## src/rtl/mccoy_pkg.sv

```systemverilog
// Shared definitions for the McCoy core: sequencer state encoding and default widths.
package mccoy_pkg;

  localparam int PC_W_DEF = 8;
  localparam int X_W_DEF  = 6;

  typedef enum logic [1:0] {
    IDLE   = 2'd0,
    FETCH  = 2'd1,
    EXEC   = 2'd2,
    HALTED = 2'd3
  } seq_state_e;

endpackage

```

## src/rtl/pc_next_sel.sv

```systemverilog
// Combinational next-PC resolution: relative target for jal/ja/taken bez, else PC+1.
module pc_next_sel #(
  parameter int PC_W = 8,
  parameter int X_W  = 6
) (
  input  logic [PC_W-1:0] pc,
  input  logic [PC_W-1:0] alu_out,
  input  logic [X_W-1:0]  x8,
  input  logic            ja,
  input  logic            bez,
  input  logic            jal,
  output logic [PC_W-1:0] next_pc,
  output logic            taken
);

  // jal, ja and taken bez all share the same relative target, so only the
  // taken decision needs priority; halt is resolved by the caller.
  assign taken   = jal || ja || (bez && (x8 == '0));
  assign next_pc = taken ? (pc + alu_out) : (pc + PC_W'(1));

endmodule

```

## src/rtl/pc_sequencer.sv

```systemverilog
// Fetch/execute sequencer owning the program counter for the McCoy core.
// Optional jump-and-link support (jal input, link output) is enabled by PCSEQ_LINK_EN.
module pc_sequencer
  import mccoy_pkg::*;
#(
  parameter int PC_W = PC_W_DEF,
  parameter int X_W  = X_W_DEF
) (
  input  logic            clk,
  input  logic            reset_n,
  input  logic            instr_valid,
  output logic            instr_ready,
  input  logic            ja,
  input  logic            bez,
  input  logic [X_W-1:0]  x8,
  input  logic [PC_W-1:0] alu_out,
  input  logic            halt,
`ifdef PCSEQ_LINK_EN
  input  logic            jal,
  output logic [PC_W-1:0] link,
`endif
  output logic [PC_W-1:0] pc,
  output logic            exec_en,
  output logic [1:0]      state
);

  seq_state_e      state_q, state_d;
  logic [PC_W-1:0] pc_q, pc_d;
  logic            ready_q, exec_en_q;
  logic [PC_W-1:0] next_pc;
  logic            taken;
  logic            jal_sel;

`ifdef PCSEQ_LINK_EN
  logic [PC_W-1:0] link_q, link_d;
  assign jal_sel = jal;
`else
  assign jal_sel = 1'b0;
`endif

  pc_next_sel #(.PC_W(PC_W), .X_W(X_W)) u_next_sel (
    .pc      (pc_q),
    .alu_out (alu_out),
    .x8      (x8),
    .ja      (ja),
    .bez     (bez),
    .jal     (jal_sel),
    .next_pc (next_pc),
    .taken   (taken)
  );

  // NOTE: every variable assigned here gets a default first so no latch is inferred.
  always_comb begin
    state_d = state_q;
    pc_d    = pc_q;
`ifdef PCSEQ_LINK_EN
    link_d  = link_q;
`endif
    unique case (state_q)
      IDLE:  state_d = FETCH;
      FETCH: if (instr_valid && ready_q) state_d = EXEC;
      EXEC: begin
        if (halt) begin
          state_d = HALTED;
        end else begin
          state_d = FETCH;
          pc_d    = next_pc;
`ifdef PCSEQ_LINK_EN
          if (jal) link_d = pc_q + PC_W'(1);
`endif
        end
      end
      HALTED: state_d = HALTED;
      default: state_d = IDLE;
    endcase
  end

  // Handshake and strobe are decoded from the next state so they are registered
  // and line up exactly with the state they belong to.
  // NOTE: sequential state uses non-blocking assignments only.
  always_ff @(posedge clk or negedge reset_n) begin
    if (!reset_n) begin
      state_q   <= IDLE;
      pc_q      <= '0;
      ready_q   <= 1'b0;
      exec_en_q <= 1'b0;
    end else begin
      state_q   <= state_d;
      pc_q      <= pc_d;
      ready_q   <= (state_d == FETCH);
      exec_en_q <= (state_d == EXEC);
    end
  end

`ifdef PCSEQ_LINK_EN
  always_ff @(posedge clk or negedge reset_n) begin
    if (!reset_n) link_q <= '0;
    else          link_q <= link_d;
  end
  assign link = link_q;
`endif

  assign pc          = pc_q;
  assign instr_ready = ready_q;
  assign exec_en     = exec_en_q;
  assign state       = state_q;

endmodule

```

## config.mk

```make
export PLATFORM = sky130hd
export DESIGN_NAME = pc_sequencer
export DESIGN_NICKNAME = d
export VERILOG_FILES = /design/src/rtl/mccoy_pkg.sv /design/src/rtl/pc_next_sel.sv /design/src/rtl/pc_sequencer.sv
export SDC_FILE = /design/constraint.sdc
export NUM_CORES = 1
export LEC_CHECK = 0
export CAP_MARGIN = 20
export CORE_MARGIN = 10
export CORE_UTILIZATION = 46
export CTS_BUF_LIST = sky130_fd_sc_hd__clkbuf_16
export CTS_CLUSTER_DIAMETER = 40
export DETAILED_ROUTE_END_ITERATION = 10
export PLACE_DENSITY_LB_ADDON = 0.1
export SETUP_SLACK_MARGIN = 0.15
export SKIP_LAST_GASP = 1
export SYNTH_ARGS = -nofsm -noshare
export SYNTH_HDL_FRONTEND = slang
export SYNTH_HIERARCHICAL = 1
export SYNTH_SLANG_ARGS = --single-unit
```

## constraint.sdc

```tcl
create_clock -name clk -period 4.6 [get_ports clk]
set_input_delay 0.92 -clock clk [delete_from_list [all_inputs] [get_ports clk]]
set_output_delay 0.92 -clock clk [all_outputs]
set_load 0.02 [all_outputs]
```

==> results of run 1 <==
[routing by layer]
metal	vias to the layer above	share of wire	global-route usage
met5	-	0	0
met4	0	0	0.0335
met3	0	0.064	0.0394
met2	20	0.54	0.203
met1	308	0.40	0.113
li1	347	-	-
[worst max-delay path, delay by kind of cell]
kind | cells | cell delay [ns]
AOI/OAI and AO/OA | 4 | 0.90
adders and majority gates | 2 | 0.60
buffers and inverters | 2 | 0.53
and+or+nand+nor | 3 | 0.42
muxes | 1 | 0.28
[state kept, by name, summed over array words and instances (netlist names)]
register / flops
pc: 8
state: 2
exec_en: 1
instr_ready: 1
[how the worst max path moves through the flow]
stage,startpoint,endpoint,depth (start not counted)
after floorplan,bez,pc[6],11
after global placement,bez,pc[7],10
after detailed placement,x8[3],pc[6],12
after CTS,x8[3],pc[6],12
after global routing,x8[2],pc[6],12
final,x8[3],pc[6],12
[stage by stage]
stage / area (sq um) / utilization
2_1_floorplan: 842 / -
3_3_place_gp: 1180 / 0.686
3_5_place_dp: 1180 / 0.686
4_1_cts: 1260 / 0.731
5_1_grt: 1260 / 0.731
6_report: 1260 / 0.731
[layout by cell type (no fill, tap or decap), types with 2 or more instances in the layout]
cell	instances
a21oi_1	3
clkbuf_16	3
clkdlybuf4s50_1	31
dfrtp_1	12
ha_1	7
inv_1	6
mux2_2	8
nor2_1	3
nor2b_1	9
nor3_1	2
o21a_1	2
o21ai_0	3
or2_2	2
xnor2_1	3
[report_power, final]
group	switching (mW)	internal (mW)
logic	0.159	0.178
registers	0.0300	0.140
clock network	0.0403	0.114
total	0.229	0.431
[final cells by class]
class | count | area [sq um] | share of cell area
well taps | 25 | 31.3 | 0.0248
inverters | 6 | 22.5 | 0.0178
flip-flops and latches | 12 | 300 | 0.238
multi-input cells | 60 | 519 | 0.411
clock inverters | 1 | 3.75 | 0.00297
clock buffers | 3 | 75.1 | 0.0595
repair buffers | 31 | 310 | 0.246
==> impl_metrics.env, run 1 <==
export IMPL_cts_tree="built"
export IMPL_vdd_drop_max_mv=0.388
export IMPL_crit_required_ns=4.71
export IMPL_final_period_utilization=0.770
export IMPL_fin_cells=138
export IMPL_wl_per_cell_um=15.5
export IMPL_syn_num_nets=106
export IMPL_postCtsSetupRepairBufs=0
export IMPL_reg2reg_to="pc[7]"
export IMPL_slew_violations=0
export IMPL_cts_buffers_inserted=3
export IMPL_diodes=0
export IMPL_fmax_ghz=0.282
export IMPL_crit_path_frequent_cell="o21a_1"
export IMPL_slew_headroom=0.650
export IMPL_hp_class="flop to flop"
export IMPL_antenna_found_initial=0
export IMPL_first_pass_iters=4
export IMPL_vias=675
export IMPL_fin_ws_ns=1.06
export IMPL_worstHoldEndpoint="exec_en"
export IMPL_grt_use_total=0.110
export IMPL_grt_ovfl_total=0
export IMPL_critPathSlowestCell="a211oi_2"
export IMPL_die_h_um=62.8
export IMPL_finalCriticalPeriod_ns=3.54
export IMPL_ant_nets=0
export IMPL_fill_cells=134
export IMPL_syn_area_sq_um=842
export IMPL_leakage_nw=0.560
export IMPL_cts_resized=0
export IMPL_holdWs_ns=0.495
export IMPL_status="finished, final reports clean"
export IMPL_clk_pin_slew_ns=0.04
export IMPL_power_mw=0.660
export IMPL_dp_slack_ns=0.812
export IMPL_hpwl_um=1780
export IMPL_r2r_start="pc[1]"
export IMPL_drive_above_1_share=0.150
export IMPL_gp_congestion=0.762
export IMPL_cts_htree_levels=1
export IMPL_syn2layout_area_growth_pct=49.9
export IMPL_hold_depth=1
export IMPL_p_per_area_nw_per_um2=523
export IMPL_cts_hold_buf=0
export IMPL_startpoint_type="input port"
export IMPL_avgSynthCellArea_sq_um=10.8
export IMPL_crit_fanout=8
export IMPL_cap_viol_max_count=0
export IMPL_grt_max_degree=13
export IMPL_cpPeakStageDelay_ns=0.50
export IMPL_critPathKind="input port to flop"
export IMPL_cts_max_path_buffers=2
export IMPL_dp_cells=134
export IMPL_skew_ns=0.000508
export IMPL_pin_count=32
export IMPL_start_util=0.488
export IMPL_rows=15
export IMPL_ff2ff_path_depth=6
export IMPL_grt_pass1_wl_um=3520
export IMPL_rsz0062_at_grt="false"
export IMPL_numClockSinks=12
export IMPL_viasPerCell=4.89
export IMPL_num_nets_final=142
export IMPL_clk_latency_ns=0.23
export IMPL_synth_cells=78
export IMPL_drt_wl_total_um=2140
export IMPL_die_x_um=62.8
export IMPL_path_cells="clkdlybuf4s50_1 > nor3_1 > a211oi_2 > or2_2 > ha_1 > inv_1 > fa_1 > nor2b_1 > o21a_1 > o21a_1 > o311ai_1 > mux2_2"
export IMPL_drc=0
export IMPL_design_die_area_sq_um=3940
export IMPL_cp_data_arrival_time_ns=3.66
export IMPL_worstMarginPinSlew_ns=0.524
export IMPL_grt_pass1_vias=745
export IMPL_finalSetupViolCount=0
export IMPL_fin_setup_tns_ns=0
export IMPL_cts_root_buffer="clkbuf_16"
export IMPL_yosysWarnings=6
export IMPL_hold_violations=0
export IMPL_drtIter0Drc=9
export IMPL_port_buffers=31
export IMPL_min_from="state[1]"
export IMPL_rrSetupSlack_ns=2.59
export IMPL_coreArea_sq_um=1730
export IMPL_cp_end_kind="flop"
(Power assumes the default switching activity.)
==> run 2, diff against run 1 <==
CORE_UTILIZATION = 39   (was 46)
clock period = 3.24 ns   (was 4.6 ns; I/O delays follow)
==> impl_metrics.env, run 2 (same netlist as run 1, synthesis figures left out) <==
export IMPL_clk_pin_slew_ns=0.04
export IMPL_cts_root_buffer="clkbuf_16"
export IMPL_final_period_utilization=0.913
export IMPL_rows=16
export IMPL_wl_per_cell_um=14.9
export IMPL_status="finished, final reports clean"
export IMPL_final_common_cell="clkdlybuf4s50_1"
export IMPL_startpoint_type="input port"
export IMPL_grt_ovfl_total=0
export IMPL_postCtsSetupRepairBufs=0
export IMPL_skew_ns=0.00310
export IMPL_slew_headroom=0.654
export IMPL_grt_pass1_wl_um=3370
export IMPL_rsz0062_at_grt="true"
export IMPL_fmax_ghz=0.338
export IMPL_coreArea_sq_um=2000
export IMPL_critPathKind="input port to flop"
export IMPL_pin_count=32
export IMPL_design_die_area_sq_um=4420
export IMPL_finalCriticalPeriod_ns=2.96
export IMPL_crit_fanout=4
export IMPL_cts_buffers_inserted=3
export IMPL_drc=0
export IMPL_cts_htree_levels=1
export IMPL_port_buffers=31
export IMPL_cts_tree="built"
export IMPL_largest_register_ff_count=8
export IMPL_final_cell_mix="clkdlybuf4s50_1, dfrtp_1, nor2b_1, mux2_2"
export IMPL_hold_violations=0
export IMPL_die_x_um=66.5
export IMPL_finalSetupViolCount=0
export IMPL_worstMarginPinSlew_ns=0.517
export IMPL_p_per_area_nw_per_um2=744
export IMPL_seq_area_sq_um=300
export IMPL_fin_setup_tns_ns=0
export IMPL_drtIter0Drc=27
export IMPL_hp_class="flop to flop"
export IMPL_hpwl_um=1710
export IMPL_cp_data_arrival_time_ns=3.08
export IMPL_gp_congestion=0.792
export IMPL_grt_max_degree=13
export IMPL_drt_wl_total_um=2130
export IMPL_cpPeakStageDelay_ns=0.42
export IMPL_crit_required_ns=3.36
export IMPL_cap_viol_max_count=0
export IMPL_grt_use_total=0.0968
export IMPL_diodes=0
export IMPL_slew_violations=0
export IMPL_syn2layout_area_growth_pct=57.2
export IMPL_die_h_um=66.5
export IMPL_cp_end_kind="flop"
export IMPL_antenna_found_initial=0
export IMPL_critPathSlowestCell="clkdlybuf4s50_1"
export IMPL_first_pass_iters=3
export IMPL_vdd_drop_max_mv=0.581
export IMPL_ant_nets=0
export IMPL_start_util=0.421
export IMPL_viasPerCell=4.95
export IMPL_drive_above_1_share=0.224
export IMPL_path_cells="clkdlybuf4s50_1 > nor4b_2 > a211oi_2 > or2_4 > ha_4 > inv_2 > fa_2 > nor2b_1 > o21a_1 > o211ai_1 > o311ai_2 > mux2_4"
export IMPL_vias=708
export IMPL_leakage_nw=0.578
export IMPL_grt_pass1_vias=783
export IMPL_cts_hold_buf=0
export IMPL_cts_max_path_buffers=2
export IMPL_multi_input_area_sq_um=556
export IMPL_power_mw=0.985
export IMPL_clk_latency_ns=0.24
export IMPL_num_nets_final=145
export IMPL_numClockSinks=12
export IMPL_fill_cells=162
==> run 2: worst max-delay path, delay by kind of cell <==
family          cells  cell delay (ns)
compound gates      4             0.67
simple gates        3             0.61
mux                 1             0.28
buf+inv             2             0.48
fa+ha+maj           2             0.38
==> run 2: worst paths after layout <==
check,start,to,slack (ns),depth (start not counted)
hold reg to reg,state[1],exec_en,0.50,1
max in group asynchronous,reset_n,pc[2],2.14,1
setup / recovery,x8[0],pc[6],0.28,12
setup reg to reg,pc[0],pc[6],1.28,8
min in group asynchronous,reset_n,pc[7],0.76,1
hold / removal,state[1],exec_en,0.50,1
==> run 2: metrics by stage <==
step            util  area (sq um)  instances  setup slack, ns  hold WS, ns
3_5_place_dp   0.604          1210        139          -0.0983        0.497
2_1_floorplan      -           842         78            0.463        0.352
6_report       0.661          1320        143            0.281        0.501
4_1_cts        0.647          1290        143            0.163        0.509
5_1_grt        0.661          1320        143            0.134        0.536
3_3_place_gp   0.604          1210        139          -0.0849        0.489
==> run 2: layout make-up <==
cell class | count | area share
Inverter | 6 | 0.0170
Sequential cell | 12 | 0.227
Clock inverter | 1 | 0.00284
Tap cell | 27 | 0.0255
Clock buffer | 3 | 0.0567
Multi-Input combinational cell | 60 | 0.420
Timing Repair Buffer | 34 | 0.251
==> run 2: routing by layer <==
metal  part of all wire  vias up  GRT usage
met5                  0        -          0
met4              0.023        0     0.0628
met3              0.075        4     0.0318
met2               0.46       21      0.161
met1               0.44      328      0.102
li1                   -      355          -
==> run 2: what timing repair did <==
item,4_1_cts,5_1_grt
pin swaps,0,4
endpoints found under the hold margin,0,0
resized for setup,1,9
setup endpoints to repair,1,2
==> run 2: report_power, final <==
part	internal, mW	switching, mW
Sequential	0.199	0.0469
Clock	0.162	0.0599
Combinational	0.284	0.233
==> run 3, diff against run 2 <==
CTS_BUF_LIST = default   (was sky130_fd_sc_hd__clkbuf_16)
CTS_CLUSTER_DIAMETER = 100   (was 40)
==> impl_metrics.env, run 3 (same netlist as run 1, synthesis figures left out) <==
export IMPL_status="finished, final reports clean"
export IMPL_worstMarginPinSlew_ns=0.535
export IMPL_holdWs_ns=0.506
export IMPL_fmax_ghz=0.340
export IMPL_drtIter0Drc=22
export IMPL_grt_pass1_vias=752
export IMPL_pin_count=32
export IMPL_num_nets_final=145
export IMPL_grt_max_degree=13
export IMPL_grt_ovfl_total=0
export IMPL_gp_congestion=0.792
export IMPL_coreArea_sq_um=2000
export IMPL_vias=697
export IMPL_grt_use_total=0.0907
export IMPL_dp_slack_ns=-0.0983
export IMPL_port_buffers=31
export IMPL_viasPerCell=4.87
export IMPL_numClockSinks=12
export IMPL_p_per_area_nw_per_um2=682
export IMPL_diodes=0
export IMPL_slew_headroom=0.642
export IMPL_final_period_utilization=0.907
export IMPL_crit_fanout=4
export IMPL_first_pass_iters=4
export IMPL_skew_ns=0.00269
export IMPL_drive_above_1_share=0.216
export IMPL_final_cell_mix="clkdlybuf4s50_1, dfrtp_1, nor2b_1, mux2_2, ha_1"
export IMPL_die_x_um=66.5
export IMPL_hpwl_um=1710
export IMPL_clk_latency_ns=0.26
export IMPL_busiest_layer="met2"
export IMPL_met1_usage=0.0945
export IMPL_cp_data_arrival_time_ns=3.09
export IMPL_startpoint_type="input port"
export IMPL_slew_violations=0
export IMPL_grt_pass1_wl_um=3190
export IMPL_cts_buffers_inserted=3
export IMPL_fin_ws_ns=0.302
export IMPL_hold_depth=1
export IMPL_ant_nets=0
export IMPL_design_die_area_sq_um=4420
export IMPL_leakage_nw=0.562
export IMPL_finalSetupViolCount=0
export IMPL_critPathKind="input port to flop"
export IMPL_cts_tree="built"
export IMPL_cts_max_path_buffers=2
export IMPL_finalCriticalPeriod_ns=2.94
export IMPL_rows=16
export IMPL_cp_end_kind="flop"
export IMPL_crit_required_ns=3.39
export IMPL_drt_wl_total_um=2100
export IMPL_rsz0062_at_grt="false"
export IMPL_grt_use_met2=0.157
export IMPL_wl_per_cell_um=14.7
export IMPL_cts_hold_buf=0
export IMPL_final_common_cell="clkdlybuf4s50_1"
export IMPL_antenna_found_initial=0
export IMPL_clk_pin_slew_ns=0.07
export IMPL_start_util=0.421
export IMPL_hold_violations=0
export IMPL_use_met3=0.0318
export IMPL_syn2layout_area_growth_pct=51.3
export IMPL_die_h_um=66.5
export IMPL_hp_class="flop to flop"
export IMPL_ff2ff_path_depth=8
export IMPL_vdd_drop_max_mv=0.426
export IMPL_largest_register_ff_count=8
export IMPL_cap_viol_max_count=0
export IMPL_cts_root_buffer="clkbuf_4"
export IMPL_cts_htree_levels=1
export IMPL_drc=0
[run 3: path summary, 6_finish.rpt]
check | slack [ns] | end | from
max | 0.30 | pc[6] | x8[0]
min | 0.51 | exec_en | state[1]
max reg2reg | 1.27 | pc[6] | pc[0]
min reg2reg | 0.51 | exec_en | state[1]
max in group asynchronous | 2.16 | pc[2] | reset_n
min in group asynchronous | 0.73 | state[0] | reset_n
[run 3: layout make-up]
| cell class | instances | area (sq um) |
|---|---|---|
| fill | 165 | 728 |
| sequential | 12 | 300 |
| clock buffer | 4 | 36.3 |
| tap | 27 | 33.8 |
| inverter | 6 | 22.5 |
| timing repair buffer | 34 | 333 |
| multi-input combinational | 60 | 548 |
[run 3: report_power, final]
group          switching (mW)  internal [mW]  leakage, nW
Sequential             0.0472          0.198        0.152
Clock                  0.0467         0.0682       0.0210
Combinational           0.230          0.279        0.388
[run 3: metrics by stage]
stage / instances / instance area, sq um / utilization / TNS, ns / total power, mW
floorplan: 78 / 842 / - / 0 / 0.536
global placement: 139 / 1210 / 0.604 / -0.0849 / 0.725
detailed placement: 139 / 1210 / 0.604 / -0.0983 / 0.730
CTS: 143 / 1240 / 0.622 / 0 / 0.853
global route: 143 / 1270 / 0.636 / 0 / 0.927
finish: 143 / 1270 / 0.636 / 0 / 0.868
[run 3: worst max-delay path, cell delays in order]
cell	delay, ns
clkdlybuf4s50_1	0.42
nor4b_2	0.31
a211oi_2	0.13
or2_4	0.25
ha_4	0.17
inv_2	0.06
fa_2	0.21
nor2b_1	0.05
o21a_1	0.19
o211ai_1	0.21
o311ai_2	0.14
mux2_4	0.28
[run 3: routing by layer]
metal  vias up  part of all wire
li1        354                 -
met1       321              0.45
met2        20              0.48
met3         2             0.069
met4         0            0.0062
met5         -                 0
[run 3: timing repair]
item                       CTS  global route
hold endpoints to repair     0             0
buffers inserted             0             0
resized for setup            0             7
setup endpoints to repair    0             1
